$ cat src/rtl/scan_sequencer_pkg.sv
// Shared types and slot helpers for the scan sequencer.
package scan_sequencer_pkg;

    typedef enum logic [1:0] {
        ST_IDLE   = 2'b00,
        ST_BLANK  = 2'b01,
        ST_ACTIVE = 2'b10
    } state_t;

    localparam logic [1:0] SLOT_FIRST_UP = 2'b00;
    localparam logic [1:0] SLOT_FIRST_DN = 2'b11;

    // First slot of a frame for the requested direction.
    function automatic logic [1:0] first_slot(input logic down);
        return down ? SLOT_FIRST_DN : SLOT_FIRST_UP;
    endfunction

    // Neighbouring slot; 2-bit arithmetic gives the 11<->00 wrap for free.
    function automatic logic [1:0] step_slot(input logic [1:0] s, input logic down);
        return down ? (s - 2'd1) : (s + 2'd1);
    endfunction

    // The terminal slot of a frame is the first slot of the opposite direction.
    function automatic logic is_terminal(input logic [1:0] s, input logic down);
        return s == (down ? SLOT_FIRST_UP : SLOT_FIRST_DN);
    endfunction

endpackage

$ cat src/rtl/scan_sequencer_if.sv
// Control/status bundle between a scan controller and the sequencer.
interface scan_sequencer_if;
    logic       run;
    logic       dir;
    logic [1:0] sel;
    logic       en;
    logic       slot_start;
    logic       frame_done;
    logic       busy;

    modport master (
        output run, dir,
        input  sel, en, slot_start, frame_done, busy
    );

    modport slave (
        input  run, dir,
        output sel, en, slot_start, frame_done, busy
    );
endinterface

$ cat src/rtl/scan_sequencer_slot_timer.sv
// Loadable down-counter timing one BLANK or ACTIVE phase.
// last flags the final cycle of the phase; last_next predicts it one cycle early
// so the parent can register pulses that line up with that final cycle.
module scan_sequencer_slot_timer #(
    parameter int CW = 8
) (
    input  logic          clk,
    input  logic          rst,
    input  logic          load,
    input  logic [CW-1:0] load_val,
    output logic          last,
    output logic          last_next
);

    logic [CW-1:0] count_reg;
    logic [CW-1:0] count_next;

    // Load wins; otherwise count down and park at zero.
    always_comb begin
        count_next = count_reg;
        if (load) begin
            count_next = load_val;
        end else if (count_reg != '0) begin
            count_next = count_reg - CW'(1);
        end
    end

    // Counter register.
    always_ff @(posedge clk) begin
        if (rst) begin
            count_reg <= '0;
        end else begin
            count_reg <= count_next;
        end
    end

    assign last      = (count_reg == CW'(1));
    assign last_next = (count_next == CW'(1));

endmodule

$ cat src/rtl/scan_sequencer.sv
// Time-multiplexed select generator for a 2-to-4 decoder: each slot is a
// blanking gap (en low) followed by a dwell (en high); slots step up or down.
module scan_sequencer
    import scan_sequencer_pkg::*;
#(
    parameter int CW    = 8,
    parameter int DWELL = 8,
    parameter int BLANK = 2
) (
    input  logic              clk,
    input  logic              rst,
    scan_sequencer_if.slave   bus
);

    state_t        state_reg, state_next;
    logic [1:0]    sel_reg, sel_next;
    logic          dir_reg, dir_next;
    logic          en_reg, en_next;
    logic          slot_start_reg, slot_start_next;
    logic          frame_done_reg, frame_done_next;
    logic          busy_reg, busy_next;

    logic          timer_load;
    logic [CW-1:0] timer_load_val;
    logic          timer_last;
    logic          timer_last_next;

    scan_sequencer_slot_timer #(.CW(CW)) u_timer (
        .clk       (clk),
        .rst       (rst),
        .load      (timer_load),
        .load_val  (timer_load_val),
        .last      (timer_last),
        .last_next (timer_last_next)
    );

    // State, slot/direction and registered outputs.
    always_ff @(posedge clk) begin
        if (rst) begin
            state_reg      <= ST_IDLE;
            sel_reg        <= SLOT_FIRST_UP;
            dir_reg        <= 1'b0;
            en_reg         <= 1'b0;
            slot_start_reg <= 1'b0;
            frame_done_reg <= 1'b0;
            busy_reg       <= 1'b0;
        end else begin
            state_reg      <= state_next;
            sel_reg        <= sel_next;
            dir_reg        <= dir_next;
            en_reg         <= en_next;
            slot_start_reg <= slot_start_next;
            frame_done_reg <= frame_done_next;
            busy_reg       <= busy_next;
        end
    end

    // Next state, slot loading and phase timer control.
    always_comb begin
        state_next     = state_reg;
        sel_next       = sel_reg;
        dir_next       = dir_reg;
        timer_load     = 1'b0;
        timer_load_val = '0;
        unique case (state_reg)
            ST_IDLE: begin
                if (bus.run) begin
                    sel_next   = first_slot(bus.dir);
                    dir_next   = bus.dir;
                    timer_load = 1'b1;
                    if (BLANK == 0) begin
                        state_next     = ST_ACTIVE;
                        timer_load_val = CW'(DWELL);
                    end else begin
                        state_next     = ST_BLANK;
                        timer_load_val = CW'(BLANK);
                    end
                end
            end
            ST_BLANK: begin
                // run is deliberately ignored: a started slot always completes.
                if (timer_last) begin
                    state_next     = ST_ACTIVE;
                    timer_load     = 1'b1;
                    timer_load_val = CW'(DWELL);
                end
            end
            ST_ACTIVE: begin
                if (timer_last) begin
                    if (bus.run) begin
                        sel_next   = step_slot(sel_reg, bus.dir);
                        dir_next   = bus.dir;
                        timer_load = 1'b1;
                        if (BLANK == 0) begin
                            state_next     = ST_ACTIVE;
                            timer_load_val = CW'(DWELL);
                        end else begin
                            state_next     = ST_BLANK;
                            timer_load_val = CW'(BLANK);
                        end
                    end else begin
                        state_next = ST_IDLE;
                    end
                end
            end
            default: begin
                state_next = ST_IDLE;
            end
        endcase
    end

    // Output values for the coming cycle, derived from where the FSM is going.
    always_comb begin
        en_next         = (state_next == ST_ACTIVE);
        busy_next       = (state_next != ST_IDLE);
        // A fresh ACTIVE phase begins either from IDLE/BLANK or on a gapless reload.
        slot_start_next = (state_next == ST_ACTIVE) &&
                          ((state_reg != ST_ACTIVE) || timer_last);
        frame_done_next = (state_next == ST_ACTIVE) && timer_last_next &&
                          is_terminal(sel_next, dir_next);
    end

    assign bus.sel        = sel_reg;
    assign bus.en         = en_reg;
    assign bus.slot_start = slot_start_reg;
    assign bus.frame_done = frame_done_reg;
    assign bus.busy       = busy_reg;

endmodule

$ cat src/flat_wrapper.sv
// flat-port wrapper written by rule: the top's interface ports become plain ports
module scan_sequencer_flat import scan_sequencer_pkg::*;
#(
    parameter int CW    = 8,
    parameter int DWELL = 8,
    parameter int BLANK = 2
)
  (clk, rst, bus_run, bus_dir, bus_sel, bus_en, bus_slot_start, bus_frame_done, bus_busy);
  scan_sequencer_if bus_i ();
  input  logic clk;
  input  logic rst;
  input wire logic [$bits(bus_i.run)-1:0] bus_run;
  input wire logic [$bits(bus_i.dir)-1:0] bus_dir;
  output wire logic [$bits(bus_i.sel)-1:0] bus_sel;
  output wire logic [$bits(bus_i.en)-1:0] bus_en;
  output wire logic [$bits(bus_i.slot_start)-1:0] bus_slot_start;
  output wire logic [$bits(bus_i.frame_done)-1:0] bus_frame_done;
  output wire logic [$bits(bus_i.busy)-1:0] bus_busy;
  assign bus_i.run = bus_run;
  assign bus_i.dir = bus_dir;
  assign bus_sel = bus_i.sel;
  assign bus_en = bus_i.en;
  assign bus_slot_start = bus_i.slot_start;
  assign bus_frame_done = bus_i.frame_done;
  assign bus_busy = bus_i.busy;
  scan_sequencer #(.CW(CW), .DWELL(DWELL), .BLANK(BLANK)) u_core (.clk(clk), .rst(rst), .bus(bus_i));
endmodule
$ cat config.mk
export PLATFORM = sky130hd
export DESIGN_NAME = scan_sequencer_flat
export DESIGN_NICKNAME = d
export VERILOG_FILES = /design/src/rtl/scan_sequencer_pkg.sv /design/src/rtl/scan_sequencer_if.sv /design/src/rtl/scan_sequencer_slot_timer.sv /design/src/rtl/scan_sequencer.sv /design/src/flat_wrapper.sv
export SDC_FILE = /design/constraint.sdc
export NUM_CORES = 1
export LEC_CHECK = 0
export ABC_CLOCK_PERIOD_IN_PS = 5100
export BUFFER_PORTS_ARGS = -buffer_cell sky130_fd_sc_hd__buf_4
export CAP_MARGIN = 20
export CORE_MARGIN = 3
export CORE_UTILIZATION = 40
export DETAILED_ROUTE_END_ITERATION = 8
export GPL_TIMING_DRIVEN = 0
export SLEW_MARGIN = 5
export SYNTH_ARGS = -nofsm -noshare
export SYNTH_HDL_FRONTEND = slang
export SYNTH_SLANG_ARGS = --single-unit
$ cat constraint.sdc
create_clock -name clk -period 5.1 [get_ports clk]
set_clock_uncertainty 0.05 [all_clocks]
set_input_delay 1.02 -clock clk [delete_from_list [all_inputs] [get_ports clk]]
set_output_delay 1.02 -clock clk [all_outputs]
set_load 0.03 [all_outputs]
==> results.sh, run 1 <==
export IMPL_row_count=16
export IMPL_postSynthAreaPerCell_sq_um=8.67
export IMPL_dr_pass1_iters=4
export IMPL_wl_met2_um=805
export IMPL_postLayoutCellArea_sq_mm=0.00107
export IMPL_worstPathCellList="buf_4 -> nor2b_1 -> buf_2 -> nand4_1 -> o221ai_1 -> a21o_1 -> or3_1 -> a221oi_2"
export IMPL_synth_fp_nets=116
export IMPL_yosysSeqAreaShare_pct=36.0
export IMPL_p_leak_nw=0.439
export IMPL_core_area_sq_mm=0.00210
export IMPL_drt_met1_wl_um=965
export IMPL_cp_data_required_time_ns=5.26
export IMPL_detailed_place_hpwl_um=1420
export IMPL_netlist_instances=109
export IMPL_hold_path_class="reg2reg"
export IMPL_grt_pass1_vias=710
export IMPL_p_int_mw=0.393
export IMPL_io_pins=10
export IMPL_drt_wl_total_um=1850
export IMPL_synth_edf_count=0
export IMPL_finalPower_mw=0.719
export IMPL_track_usage_pct=14.6
export IMPL_slew_violations=0
export IMPL_worst_setup_path_start_kind="input port"
export IMPL_status="finished clean"
export IMPL_clock_path_buffers=2
export IMPL_final_common_cell="dfxtp_1"
export IMPL_p_seq_share_pct=29.1
export IMPL_max_cap_violations=0
export IMPL_combinationalPowerShare_pct=60.7
export IMPL_drive_gt1_share_pct=16.4
export IMPL_hold_buffers=0
export IMPL_post_drt_wl_per_cell_um=12.4
export IMPL_timing_final_crit_share_pct=46.2
export IMPL_relSlewSlack_pct=67.8
export IMPL_setup_ws_ns=2.74
export IMPL_cp_end_kind="flip-flop"
export IMPL_cts_setup_buffers=0
export IMPL_async_flop_share_pct=0
export IMPL_antenna_found_initial=0
export IMPL_cts_tree="done"
export IMPL_largest_register_ffs=8
export IMPL_grt_setup_unrepaired="false"
export IMPL_sw_frac_of_total_pct=45.3
export IMPL_place_area_sq_mm=0.00105
export IMPL_num_fill_cells=205
export IMPL_dieArea_sq_mm=0.00298
export IMPL_clk_latency_ns=0.29
export IMPL_cts_sinks=17
export IMPL_vdd_ir_drop_worst_uv=348
export IMPL_gp_congestion=0.802
export IMPL_htreeDepth=1
export IMPL_netSwitchingPower_mw=0.326
export IMPL_highest_layer="met4"
export IMPL_io_buffers=9
export IMPL_area_delta_synth_final_pct=13.5
export IMPL_nNetsFinal=130
export IMPL_clk_pin_slew_ns=0.10
export IMPL_die_w_um=54.6
export IMPL_vias=761
export IMPL_yosysUniqueCellTypes=39
export IMPL_synth_area_sq_um=945
export IMPL_critPathMaxStageDelay_ns=0.37
export IMPL_start_util_pct=44.9
export IMPL_drc=0
export IMPL_tightest_slew_ns=0.480
export IMPL_drtIter0Drc=16
export IMPL_synth_seq_cells=17
export IMPL_ff_latch_area_sq_um=340
export IMPL_wl_met3_um=55
export IMPL_fmax_mhz=425
export IMPL_grt_max_degree=11
export IMPL_grt_pass1_wl_um=3140
export IMPL_worstPathMaxFanout=7
export IMPL_slowest_stage="or3_1"
export IMPL_yosys_warnings=0
export IMPL_ant_nets=0
export IMPL_cts_root_buf="clkbuf_4"
export IMPL_layout_common_cells="17 x dfxtp_1, 15 x nor2_1, 9 x buf_4"
export IMPL_multiInputGateArea_sq_um=562
export IMPL_crit_family="simple AND/OR/NAND/NOR gates"
export IMPL_final_cells=149
export IMPL_dpl_worst_slack_ns=2.42
export IMPL_hold_viol=0
export IMPL_vias_per_cell=5.11
export IMPL_setup_viol=0
export IMPL_synth_ff_type="dfxtp_1"
export IMPL_finalCriticalPeriod_ns=2.36
export IMPL_diodes=0
export IMPL_post_cts_resized=0
export IMPL_tns_ns=0
export IMPL_overflow=0
export IMPL_worstPathArrival_ns=2.51
export IMPL_p_clk_share_pct=10.2
export IMPL_die_h_um=54.6
export IMPL_crit_buf_inv=2
export IMPL_powerDensity_mw_per_mm2=671
export IMPL_numCtsBuffers=3
export IMPL_critical_path_class="in2reg"
export IMPL_dpl_cell_count=145
synth_stat cells (2+ instances only):
cell,n,area [sq um]
nor2_1,15,56.3
xor2_1,2,17.5
dfxtp_1,17,340
a21oi_1,7,35.0
nor3b_1,2,15.0
nor3_1,2,10.0
nand4_1,3,18.8
nand3_1,2,10.0
ha_1,3,37.5
nand2_1,7,26.3
nand2b_1,2,12.5
inv_1,5,18.8
o221ai_1,2,17.5
or3_1,2,12.5
nor2b_1,5,31.3
xnor2_1,5,43.8
clkbuf_1,2,7.51
o21ai_0,5,25.0
worst register-to-register path: stages, from the launching register on:
cell      delay (ns)
dfxtp_1         0.34
inv_1           0.11
ha_1            0.20
nor3b_2         0.36
a21bo_4         0.23
nand2_4         0.08
a22o_1          0.26
or3_1           0.40
a221oi_2        0.23
layout make-up:
type | count | area share, %
flip-flops and latches | 17 | 31.7
inverters | 5 | 1.75
well taps | 27 | 3.15
clock buffers | 4 | 2.45
repair buffers | 9 | 6.30
plain buffers | 4 | 2.22
multi-input cells | 83 | 52.4
cells by family after synthesis:
kind of cell,after synthesis,synth area share [%]
xor+xnor,7,6.49
fa+ha+maj,3,3.97
mux,2,2.65
flops,17,36.0
buf+inv,9,4.50
compound gates,23,17.4
simple gates,48,29.0
metal layers:
layer,vias to the layer above,GRT usage (%)
li1,404,-
met1,344,19.9
met5,-,0
met2,9,22.0
met4,0,4.98
met3,4,3.54
power groups by stage:
stage	logic [mW]	clock network [mW]	registers, mW
floorplan	0.355	0	0.214
global placement	0.441	0	0.210
detailed placement	0.434	0	0.212
CTS	0.437	0.0744	0.209
global route	0.489	0.0776	0.214
finish	0.437	0.0732	0.209
final timing paths:
| path | startpoint | end | slack (ns) | depth (start not counted) |
|---|---|---|---|---|
| worst max-delay path | bus_run | u_core.bus.frame_done$_SDFF_PP0_ | 2.74 | 8 |
| worst min-delay path | u_core.state_reg[0]$_SDFF_PP0_ | u_core.u_timer.count_reg[3]$_SDFF_PP0_ | 0.51 | 2 |
| worst max register to register | u_core.u_timer.count_reg[1]$_SDFF_PP0_ | u_core.bus.frame_done$_SDFF_PP0_ | 2.76 | 8 |
| worst min register to register | u_core.state_reg[0]$_SDFF_PP0_ | u_core.u_timer.count_reg[3]$_SDFF_PP0_ | 0.51 | 2 |
per-stage QoR:
step                      hold WS, ns  utilization (%)
after floorplan                 0.447                -
after global routing            0.536             51.0
after CTS                       0.507             51.0
final                           0.509             51.0
after global placement          0.498             49.8
after detailed placement        0.490             49.8
No activity file was read; power rests on OpenSTA's default activity.
==> run 2, diff against run 1 <==
--- a/config.mk
+++ b/config.mk
@@ -5,7 +5,7 @@
 export SDC_FILE = /design/constraint.sdc
 export NUM_CORES = 1
 export LEC_CHECK = 0
-export ABC_CLOCK_PERIOD_IN_PS = 5100
+export ABC_CLOCK_PERIOD_IN_PS = 2060
 export BUFFER_PORTS_ARGS = -buffer_cell sky130_fd_sc_hd__buf_4
 export CAP_MARGIN = 20
 export CORE_MARGIN = 3
==> constraint.sdc (replaced) <==
create_clock -name clk -period 2.06 [get_ports clk]
set_clock_uncertainty 0.05 [all_clocks]
set_input_delay 0.412 -clock clk [delete_from_list [all_inputs] [get_ports clk]]
set_output_delay 0.412 -clock clk [all_outputs]
set_load 0.03 [all_outputs]
==> run 2 against run 1 <==
Sequential cell count unchanged. Power rose to 2.7 times the previous value. Largest cell class unchanged. Non-clock buffer count up 8. Utilization up 4.6 points. Global-route usage up 1.1 points. Sequential power rose to 2.7 times the previous value. Sequential share of layout area down 2.1 points.
==> results.sh, run 2 (synthesized netlist as in run 1, its figures left out) <==
export IMPL_crit_family="simple AND/OR/NAND/NOR gates"
export IMPL_postLayoutCellArea_sq_mm=0.00117
export IMPL_clk_latency_ns=0.29
export IMPL_dieArea_sq_mm=0.00298
export IMPL_final_common_cell="buf_4"
export IMPL_p_int_mw=1.08
export IMPL_cts_root_buf="clkbuf_4"
export IMPL_vdd_ir_drop_worst_uv=934
export IMPL_area_delta_synth_final_pct=23.8
export IMPL_setup_ws_ns=0.0515
export IMPL_grt_pass1_wl_um=3380
export IMPL_die_h_um=54.6
export IMPL_grt_pass1_vias=749
export IMPL_tightest_slew_ns=0.413
export IMPL_combinationalPowerShare_pct=61.8
export IMPL_slew_violations=0
export IMPL_cts_tree="done"
export IMPL_largest_register_ffs=8
export IMPL_nNetsFinal=138
export IMPL_p_seq_share_pct=28.8
export IMPL_timing_rr_end="u_core.bus.frame_done$_SDFF_PP0_"
export IMPL_core_area_sq_mm=0.00210
export IMPL_slowest_stage="dfxtp_4"
export IMPL_track_usage_pct=15.6
export IMPL_cp_end_kind="flip-flop"
export IMPL_netSwitchingPower_mw=0.854
export IMPL_gp_congestion=0.802
export IMPL_finalCriticalPeriod_ns=2.01
export IMPL_worst_setup_path_start_kind="flip-flop"
export IMPL_io_buffers=9
export IMPL_row_count=16
export IMPL_cp_data_required_time_ns=2.22
export IMPL_dpl_cell_count=145
export IMPL_setup_viol=0
export IMPL_max_cap_violations=0
export IMPL_detailed_place_hpwl_um=1420
export IMPL_numCtsBuffers=3
export IMPL_antenna_found_initial=0
export IMPL_drive_gt1_share_pct=26.9
export IMPL_drc=0
export IMPL_place_area_sq_mm=0.00105
export IMPL_grt_max_degree=11
export IMPL_drtIter0Drc=23
export IMPL_crit_buf_inv=0
export IMPL_diodes=0
export IMPL_drt_wl_total_um=1980
export IMPL_worstPathMaxFanout=5
export IMPL_fmax_mhz=498
export IMPL_cts_sinks=17
export IMPL_hold_path_class="in2reg"
export IMPL_num_fill_cells=199
export IMPL_timing_final_crit_share_pct=97.5
export IMPL_io_pins=10
export IMPL_critical_path_class="reg2reg"
export IMPL_vias=809
export IMPL_p_leak_nw=0.482
export IMPL_die_w_um=54.6
export IMPL_overflow=0
export IMPL_worstPathArrival_ns=2.17
export IMPL_powerDensity_mw_per_mm2=1650
export IMPL_worst_r2r_startpoint="u_core.u_timer.count_reg[0]$_SDFF_PP0_"
export IMPL_clk_pin_slew_ns=0.10
export IMPL_final_cells=157
export IMPL_dr_pass1_iters=4
export IMPL_start_util_pct=44.9
export IMPL_dpl_worst_slack_ns=-0.279
export IMPL_critPathMaxStageDelay_ns=0.38
export IMPL_hold_viol=0
export IMPL_tns_ns=0
export IMPL_grt_setup_unrepaired="true"
export IMPL_sw_frac_of_total_pct=44.2
export IMPL_r2r_slack_ns=0.05
export IMPL_layout_common_cells="17 x buf_4, 15 x nor2_1, 14 x dfxtp_1"
export IMPL_hold_depth=2
export IMPL_clock_path_buffers=2
export IMPL_p_clk_share_pct=9.4
export IMPL_status="finished clean"
export IMPL_post_drt_wl_per_cell_um=12.6
export IMPL_worstPathCellList="ha_4 -> nor3b_4 -> a21bo_4 -> nand2_4 -> mux2_4 -> or3_4 -> a221oi_2"
export IMPL_htreeDepth=1
export IMPL_hold_path_startpoint="rst"
export IMPL_ant_nets=0
export IMPL_reg2reg_depth=7
export IMPL_vias_per_cell=5.15
export IMPL_relSlewSlack_pct=72.5
export IMPL_min_to="u_core.state_reg[0]$_SDFF_PP0_"
## run 2: changes by cell type in the layout (fill, tap and decap cells not counted), sizes merged
cell,delta
buf,+9
clkbuf,-1
## run 2: timing repair
action                                  4_1_cts  5_1_grt
hold buffers                                  0        0
endpoints found under the setup margin        1        1
resized for setup                             7        3
pin swaps                                     6        4
setup buffers                                 8        1
cloned                                        0        0
## run 2: area by class of cell
type	instances	area, sq um	area share (%)
multi-input combinational	83	586	50.1
sequential	17	347	29.6
timing repair buffer	18	139	11.9
tap	27	33.8	2.89
clock buffer	4	26.3	2.25
buffer	3	20.0	1.71
inverter	5	18.8	1.60
## run 2: worst register-to-register path, stage by stage, from the launching register on
cell,delay [ns]
dfxtp_4,0.38
ha_4,0.16
nor3b_4,0.15
a21bo_4,0.24
nand2_4,0.07
mux2_4,0.31
or3_4,0.34
a221oi_2,0.23
## run 2: through the flow
step           util [%]  power, mW  hold WS (ns)
2_1_floorplan         -       1.41         0.442
3_5_place_dp       49.8       1.60         0.490
4_1_cts            54.9       1.90         0.262
6_report           55.7       1.93         0.267
3_3_place_gp       49.8       1.61         0.498
5_1_grt            55.7       2.09         0.265
## run 2: worst max-delay path by stage
stage,cells past startpoint,from,endpoint,slack [ns]
global route,8,u_core.u_timer.count_reg[1]$_SDFF_PP0_,u_core.bus.frame_done$_SDFF_PP0_,-0.06
global placement,8,u_core.u_timer.count_reg[1]$_SDFF_PP0_,u_core.bus.frame_done$_SDFF_PP0_,-0.26
CTS,8,u_core.u_timer.count_reg[1]$_SDFF_PP0_,u_core.bus.frame_done$_SDFF_PP0_,0.004
floorplan,8,u_core.u_timer.count_reg[1]$_SDFF_PP0_,u_core.bus.frame_done$_SDFF_PP0_,0.02
detailed placement,8,u_core.u_timer.count_reg[1]$_SDFF_PP0_,u_core.bus.frame_done$_SDFF_PP0_,-0.28
finish,7,u_core.u_timer.count_reg[0]$_SDFF_PP0_,u_core.bus.frame_done$_SDFF_PP0_,0.05
## run 2: layer usage
metal	vias to the layer above	GRT usage, %	wire length, um
met2	7	23.8	902
li1	421	-	-
met3	2	3.54	51
met1	379	21.6	1010
met5	-	0	0
met4	0	4.98	9
## run 2: power by group through the flow
stage	sequential (mW)	clock (mW)	combinational, mW
2_1_floorplan	0.531	0	0.878
3_3_place_gp	0.521	0	1.09
3_5_place_dp	0.524	0	1.07
4_1_cts	0.551	0.184	1.17
5_1_grt	0.574	0.192	1.33
6_report	0.557	0.181	1.19
